==> config.mk <==
export PLATFORM = sky130hd
export DESIGN_NAME = sporta_demux_gen
export DESIGN_NICKNAME = d
export VERILOG_FILES = /design/src/rtl/sporta_pkg.sv /design/src/rtl/sporta_snap_buf.sv /design/src/rtl/sporta_demux_gen.sv
export SDC_FILE = /design/constraint.sdc
export NUM_CORES = 1
export LEC_CHECK = 0
export CAP_MARGIN = 20
export CORE_MARGIN = 2
export CORE_UTILIZATION = 30
export CTS_BUF_LIST = sky130_fd_sc_hd__clkbuf_4 sky130_fd_sc_hd__clkbuf_8
export CTS_CLUSTER_SIZE = 28
export DETAILED_ROUTE_END_ITERATION = 6
export HOLD_SLACK_MARGIN = 0.05
export PLACE_DENSITY_LB_ADDON = 0.3
export SYNTH_ARGS = -nofsm -noshare
export SYNTH_HDL_FRONTEND = slang
export SYNTH_SLANG_ARGS = --single-unit
==> constraint.sdc <==
create_clock -name clk -period 3.7 [get_ports clk]
set_clock_uncertainty 0.15 [all_clocks]
set_input_delay 0.925 -clock clk [delete_from_list [all_inputs] [get_ports clk]]
set_output_delay 0.925 -clock clk [all_outputs]
set_load 0.05 [all_outputs]
==> src/rtl/sporta_pkg.sv <==
// Shared field offsets, slot numbers and types for the serial-port frame demux.
package sporta_pkg;

  localparam int D_LSB   = 0;
  localparam int D_W     = 8;
  localparam int C3Z_BIT = 8;
  localparam int C4_LSB  = 9;
  localparam int C4_W    = 4;
  localparam int C5Z_BIT = 13;
  localparam int C6_LSB  = 14;
  localparam int C6_W    = 2;

  localparam logic [3:0] SLOT_SNAP_START = 4'd1;
  localparam logic [3:0] SLOT_ADC1_BASE  = 4'd2;
  localparam logic [3:0] SLOT_ADC2       = 4'd10;

  localparam int ADC1_W = 14;
  localparam int ADC2_W = 24;

  localparam logic [7:0] IDLE_BYTE = 8'h80;

  typedef enum logic [1:0] {
    ST_IDLE,
    ST_ARMED,
    ST_CAPTURE,
    ST_DONE
  } snap_state_t;

endpackage

==> src/rtl/sporta_snap_buf.sv <==
// Snapshot byte buffer: append-only write pointer, overflow detect and gated read mux.
module sporta_snap_buf
  import sporta_pkg::*;
#(
  parameter int DEPTH = 16,
  parameter int AW    = $clog2(DEPTH)
) (
  input  logic          clk,
  input  logic          rst_n,
  input  logic          clr,
  input  logic          wr_en,
  input  logic [7:0]    wr_data,
  input  logic [AW-1:0] rd_addr,
  input  logic          ready,
  output logic [AW:0]   count,
  output logic          ovf_hit,
  output logic [7:0]    rd_data
);

  localparam logic [AW:0] FULL_COUNT = (AW + 1)'(DEPTH);

  logic [7:0]  mem [DEPTH];
  logic [AW:0] count_reg;
  logic        full;

  assign full    = (count_reg == FULL_COUNT);
  assign ovf_hit = wr_en && full;

  // Contents are don't-care after reset, so the array carries no reset.
  always_ff @(posedge clk) begin
    if (wr_en && !full) begin
      mem[count_reg[AW-1:0]] <= wr_data;
    end
  end

  always_ff @(posedge clk or negedge rst_n) begin
    if (!rst_n) begin
      count_reg <= '0;
    end else if (clr) begin
      count_reg <= '0;
    end else if (wr_en && !full) begin
      count_reg <= count_reg + 1'b1;
    end
  end

  assign count   = count_reg;
  assign rd_data = ready ? mem[rd_addr] : IDLE_BYTE;

endmodule

==> src/rtl/sporta_demux_gen.sv <==
// Demultiplexes the 16-bit frame stream into slow/fast ADC samples and a
// multi-frame raw-byte snapshot for host readout.
module sporta_demux_gen
  import sporta_pkg::*;
#(
  parameter int N_CH1      = 8,
  parameter int N_CH2      = 4,
  parameter int SNAP_DEPTH = 16,
  parameter int SNAP_AW    = $clog2(SNAP_DEPTH)
) (
  input  logic               clk,
  input  logic               rst_n,
  input  logic [15:0]        stream,
  input  logic               stream_tick,
  output logic [ADC1_W-1:0]  adc1_data,
  output logic [N_CH1-1:0]   adc1_gate,
  output logic [ADC2_W-1:0]  adc2_data,
  output logic [N_CH2-1:0]   adc2_gate,
  input  logic               oaddr_sync,
  input  logic [3:0]         snap_frames,
  input  logic [SNAP_AW-1:0] oaddr,
  output logic [7:0]         fifo_out,
  output logic               snap_ready,
  output logic [SNAP_AW:0]   snap_count,
  output logic               frame_err,
  output logic               snap_ovf,
  input  logic               err_clr
);

  localparam logic [3:0] ADC1_LAST = 4'(int'(SLOT_ADC1_BASE) + N_CH1 - 1);

  logic [D_W-1:0]  d;
  logic            c3z;
  logic            c5z;
  logic [C4_W-1:0] c4;
  logic [C6_W-1:0] c6;

  assign d   = stream[D_LSB +: D_W];
  assign c3z = stream[C3Z_BIT];
  assign c4  = stream[C4_LSB +: C4_W];
  assign c5z = stream[C5Z_BIT];
  assign c6  = stream[C6_LSB +: C6_W];

  logic [3:0]        c3_reg;
  logic [3:0]        c3_cur;
  logic [7:0]        lastd1_reg;
  logic [6:0]        lastd2_reg;
  logic [ADC1_W-1:0] adc1_data_reg;
  logic [ADC2_W-1:0] adc2_data_reg;
  logic [N_CH1-1:0]  adc1_gate_reg, adc1_gate_next;
  logic [N_CH2-1:0]  adc2_gate_reg, adc2_gate_next;
  logic              frame_err_reg, snap_ovf_reg;
  logic              in_adc1, adc1_hit, adc2_hit;

  // c3_cur is the byte index of the word currently on the stream.
  assign c3_cur   = c3z ? 4'd0 : ((c3_reg == 4'hF) ? 4'hF : c3_reg + 4'd1);
  assign in_adc1  = (c4 >= SLOT_ADC1_BASE) && (c4 <= ADC1_LAST);
  assign adc1_hit = stream_tick && (c3_cur == 4'd1) && in_adc1;
  assign adc2_hit = stream_tick && c5z && (c3_cur == 4'd3) && (c4 == SLOT_ADC2)
                    && ({1'b0, c6} < 3'(N_CH2));

  genvar gi;
  generate
    for (gi = 0; gi < N_CH1; gi++) begin : g_adc1_gate
      assign adc1_gate_next[gi] = adc1_hit && (c4 == 4'(int'(SLOT_ADC1_BASE) + gi));
    end
    for (gi = 0; gi < N_CH2; gi++) begin : g_adc2_gate
      assign adc2_gate_next[gi] = adc2_hit && (c6 == 2'(gi));
    end
  endgenerate

  always_ff @(posedge clk or negedge rst_n) begin
    if (!rst_n) begin
      c3_reg        <= '0;
      lastd1_reg    <= '0;
      lastd2_reg    <= '0;
      adc1_data_reg <= '0;
      adc2_data_reg <= '0;
      adc1_gate_reg <= '0;
      adc2_gate_reg <= '0;
      frame_err_reg <= 1'b0;
    end else begin
      adc1_gate_reg <= adc1_gate_next;
      adc2_gate_reg <= adc2_gate_next;
      if (stream_tick) begin
        c3_reg     <= c3_cur;
        lastd1_reg <= d;
        lastd2_reg <= lastd1_reg[6:0];
      end
      if (adc1_hit) adc1_data_reg <= {lastd1_reg[6:0], d[7:1]};
      if (adc2_hit) adc2_data_reg <= {lastd2_reg, lastd1_reg, d, 1'b0};
      if (err_clr) begin
        frame_err_reg <= 1'b0;
      end else if (stream_tick && !c3z && (c3_reg == 4'hF)) begin
        frame_err_reg <= 1'b1;
      end
    end
  end

  // Two-flop synchroniser plus a history flop for falling-edge detection.
  logic [2:0] sync_reg;
  logic       arm;

  always_ff @(posedge clk or negedge rst_n) begin
    if (!rst_n) sync_reg <= 3'b111;
    else        sync_reg <= {sync_reg[1:0], oaddr_sync};
  end

  assign arm = sync_reg[2] && !sync_reg[1];

  snap_state_t state_reg, state_next;
  logic [3:0]  frames_left_reg, frames_left_next;

  always_ff @(posedge clk or negedge rst_n) begin
    if (!rst_n) begin
      state_reg       <= ST_IDLE;
      frames_left_reg <= '0;
    end else begin
      state_reg       <= state_next;
      frames_left_reg <= frames_left_next;
    end
  end

  always_comb begin
    state_next       = state_reg;
    frames_left_next = frames_left_reg;
    if (arm) begin
      state_next       = ST_ARMED;
      frames_left_next = (snap_frames == 4'd0) ? 4'd1 : snap_frames;
    end else begin
      case (state_reg)
        ST_ARMED: begin
          if (stream_tick && (c4 == SLOT_SNAP_START)) state_next = ST_CAPTURE;
        end
        ST_CAPTURE: begin
          if (stream_tick && (c4 == SLOT_ADC2)) begin
            frames_left_next = frames_left_reg - 4'd1;
            if (frames_left_reg == 4'd1) state_next = ST_DONE;
          end
        end
        default: ;
      endcase
    end
  end

  logic cap_en, ovf_hit;

  assign cap_en     = (state_reg == ST_CAPTURE) && !arm && stream_tick
                      && (c3_cur <= 4'd1) && in_adc1;
  assign snap_ready = (state_reg == ST_DONE);

  sporta_snap_buf #(
    .DEPTH (SNAP_DEPTH),
    .AW    (SNAP_AW)
  ) u_snap_buf (
    .clk     (clk),
    .rst_n   (rst_n),
    .clr     (arm),
    .wr_en   (cap_en),
    .wr_data (d),
    .rd_addr (oaddr),
    .ready   (snap_ready),
    .count   (snap_count),
    .ovf_hit (ovf_hit),
    .rd_data (fifo_out)
  );

  always_ff @(posedge clk or negedge rst_n) begin
    if (!rst_n)       snap_ovf_reg <= 1'b0;
    else if (err_clr) snap_ovf_reg <= 1'b0;
    else if (ovf_hit) snap_ovf_reg <= 1'b1;
  end

  assign adc1_data = adc1_data_reg;
  assign adc2_data = adc2_data_reg;
  assign adc1_gate = adc1_gate_reg;
  assign adc2_gate = adc2_gate_reg;
  assign frame_err = frame_err_reg;
  assign snap_ovf  = snap_ovf_reg;

endmodule
==> results.yml <==
status:
  status: "finished, final reports clean"
floorplanning:
  die_y_um: 174
  fp.dieW_um: 174
  coreArea_mm2: 0.0286
  start_util: 0.304
  die-area_mm2: 0.0304
  ios: 95
  num_rows: 62
worst_setup_path:
  criticalPathCategory: "in2out"
  critPathCaptureType: "output pin"
  cp_slowest_cell: "mux4_2"
  crit_path_max_fanout: 11
  crit_chain: "clkbuf_4 -> buf_12 -> mux4_2 -> mux2i_1 -> o32ai_2 -> buf_12"
  cp-startpoint: "oaddr[0]"
  cp-start-kind: "input port"
  cp_common_cell: "buf_12"
  worstPathArrival_ns: 2.51
  critPathMaxStageDelay_ns: 0.50
  timing.rr.start: "c3_reg[0]"
  cp.required_ns: 2.62
sta:
  min_period_ns: 3.58
  setup_viol: 0
  setup_ws_ns: 0.119
  tightest_slew_ns: 0.828
  finalMaxSlewViolations: 0
  fmax_ghz: 0.279
  final_hold_viol_count: 0
  final.period_utilization: 0.968
  slew_headroom: 0.446
  rsz0062_at_grt: "no"
synthesis:
  synth.cell_area_mm2: 0.00870
  netlist_instances: 508
  ys_async_sr_fraction: 0.396
  synthFlopType: "edfxtp_1"
  synth_edf_count: 128
  synth_fp_nets: 544
  synth_area_per_cell_um2: 17.1
  yosysWarnings: 0
  yosysSeqAreaShare: 0.684
  ys_ff_latch: 212
  synthDistinctLibCells: 53
clock_network:
  cts_setup_buffers: 0
  ctsHoldBuffers: 0
  clk_pin_slew_ns: 0.06
  cts_made_buffers: 37
  cts_buffer_depth: 3
  cts_sinks: 212
  cts_tree: "yes"
  h-tree-depth: 2
  worstSkewPairLatency_ns: 0.51
  root_buffer: "clkbuf_8"
cells_and_area:
  final_cell_mix: "edfxtp_1, clkdlybuf4s50_1, dfrtp_1"
  final_core_utilization: 0.394
  fin_nets: 690
  drive_above_1_share: 0.305
  synthToLayoutAreaGrowth_pct: 29.7
  largest_reg_flops: 128
  final_common_cell: "edfxtp_1"
  antennaDiodeCount: 0
route:
  drtPass1Iterations: 4
  drtAntennaViolNets: 0
  drcViolationCount: 0
  via_per_inst: 4.69
  drtIter0Drc: 290
  wirelength_um: 20400
  wire_per_inst_um: 19.2
  vias: 4989
hold_path:
  hold_path_class: "in2async"
grt:
  grt_overflow_total: 0
  grt_pass1_wl_um: 32000
  grtUsageTotal: 0.137
  antenna_found_initial: 0
  grt_max_degree: 85
  first_global_vias: 5464
placed_design:
  gp_congestion: 0.788
  port_buffers: 93
  hpwl_um: 13500
  place_worst_setup_slack_ns: -0.0829
power_and_ir_drop:
  peakVddDrop_v: 0.000314
  power_density_mw_per_mm2: 512
  p_leak_nw: 4.43
job:
  cap_viol_max_count: 0
-- cells by family (layout without fill, tap and decap cells) --
family / count (synthesis) / after routing / synth area share
other cells: 1 / 1 / 0.000431
xor+xnor: 3 / 3 / 0.00302
fa+ha+maj: 7 / 7 / 0.0101
flops: 212 / 212 / 0.684
simple gates: 101 / 101 / 0.0704
buf+inv: 36 / 207 / 0.0217
compound gates: 39 / 39 / 0.0324
mux: 109 / 109 / 0.178
-- critical path, delay by kind of cell --
family / cells / cell delay (ns)
mux: 2 / 0.80
buf+inv: 3 / 0.60
compound gates: 1 / 0.18
-- power by group --
group / total [mW] / switching [mW] / internal [mW]
clock: 2.17 / 0.914 / 1.25
combinational: 0.898 / 0.540 / 0.358
sequential: 2.71 / 0.0748 / 2.63
-- metrics by stage --
step                power, mW  hold WS, ns  instances  TNS [ns]  cell area [um2]
finish                   5.77        0.208       1063         0            11300
floorplan                3.29        0.195        508    -0.128             8790
CTS                      5.84        0.212       1061         0            11200
detailed placement       3.65        0.200        997    -0.245            10500
global placement         3.63        0.201        997    -0.203            10500
global route             6.02        0.214       1063         0            11300
-- cells in the mapped netlist (3+ instances only) --
master    count  area, um2
edfxtp_1    128       3840
dfrtp_1      81       2030
mux2_2       34        383
mux2i_1      30        300
mux4_2       25        563
and3_1       24        150
mux2_4       20        300
clkbuf_1     13       48.8
inv_1        11       41.3
nand2_1      10       37.5
nor2b_1      10       62.6
nor3_1       10       50.1
nor2_1        9       33.8
a21oi_1       8       40.0
nand2b_1      8       50.1
o21ai_0       8       40.0
ha_1          7       87.6
nand4_1       6       37.5
buf_2         5       25.0
o211a_1       5       50.1
a32o_1        4       40.0
nand3b_1      4       30.0
o32ai_1       4       35.0
and2_1        3       18.8
and4_1        3       26.3
dfstp_2       3       78.8
o22ai_1       3       18.8
-- path summary, 6_finish.rpt --
kind | end | slack, ns | cells past startpoint
max in group asynchronous | sync_reg[2] | 2.54 | 2
max reg2reg | adc2_data[1] | 0.99 | 6
max | fifo_out[1] | 0.12 | 6
min in group clk | sync_reg[1] | 0.21 | 0
min | adc2_data[10] | 0.21 | 1
min reg2reg | sync_reg[1] | 0.21 | 0
-- area by class of cell --
class | count | area, um2
Clock buffer | 56 | 689
Clock inverter | 8 | 62.6
Fill cell | 2623 | 17300
Inverter | 11 | 41.3
Multi-Input combinational cell | 260 | 2660
Sequential cell | 212 | 5950
Tap cell | 384 | 480
Timing Repair Buffer | 132 | 1400
-- layer usage --
metal	up-vias	GRT usage	part of all wire
met5	-	0	0
met4	0	0.0469	0.022
met3	38	0.0385	0.078
met2	152	0.214	0.46
met1	2541	0.183	0.44
li1	2258	-	-
-- timing repair --
action,4_1_cts,5_1_grt
gates resized for setup,6,1
setup endpoints to repair,5,2
endpoints found under the hold margin,0,0
gates cloned,0,1
Note: power is estimated with default switching activity, not from simulation.
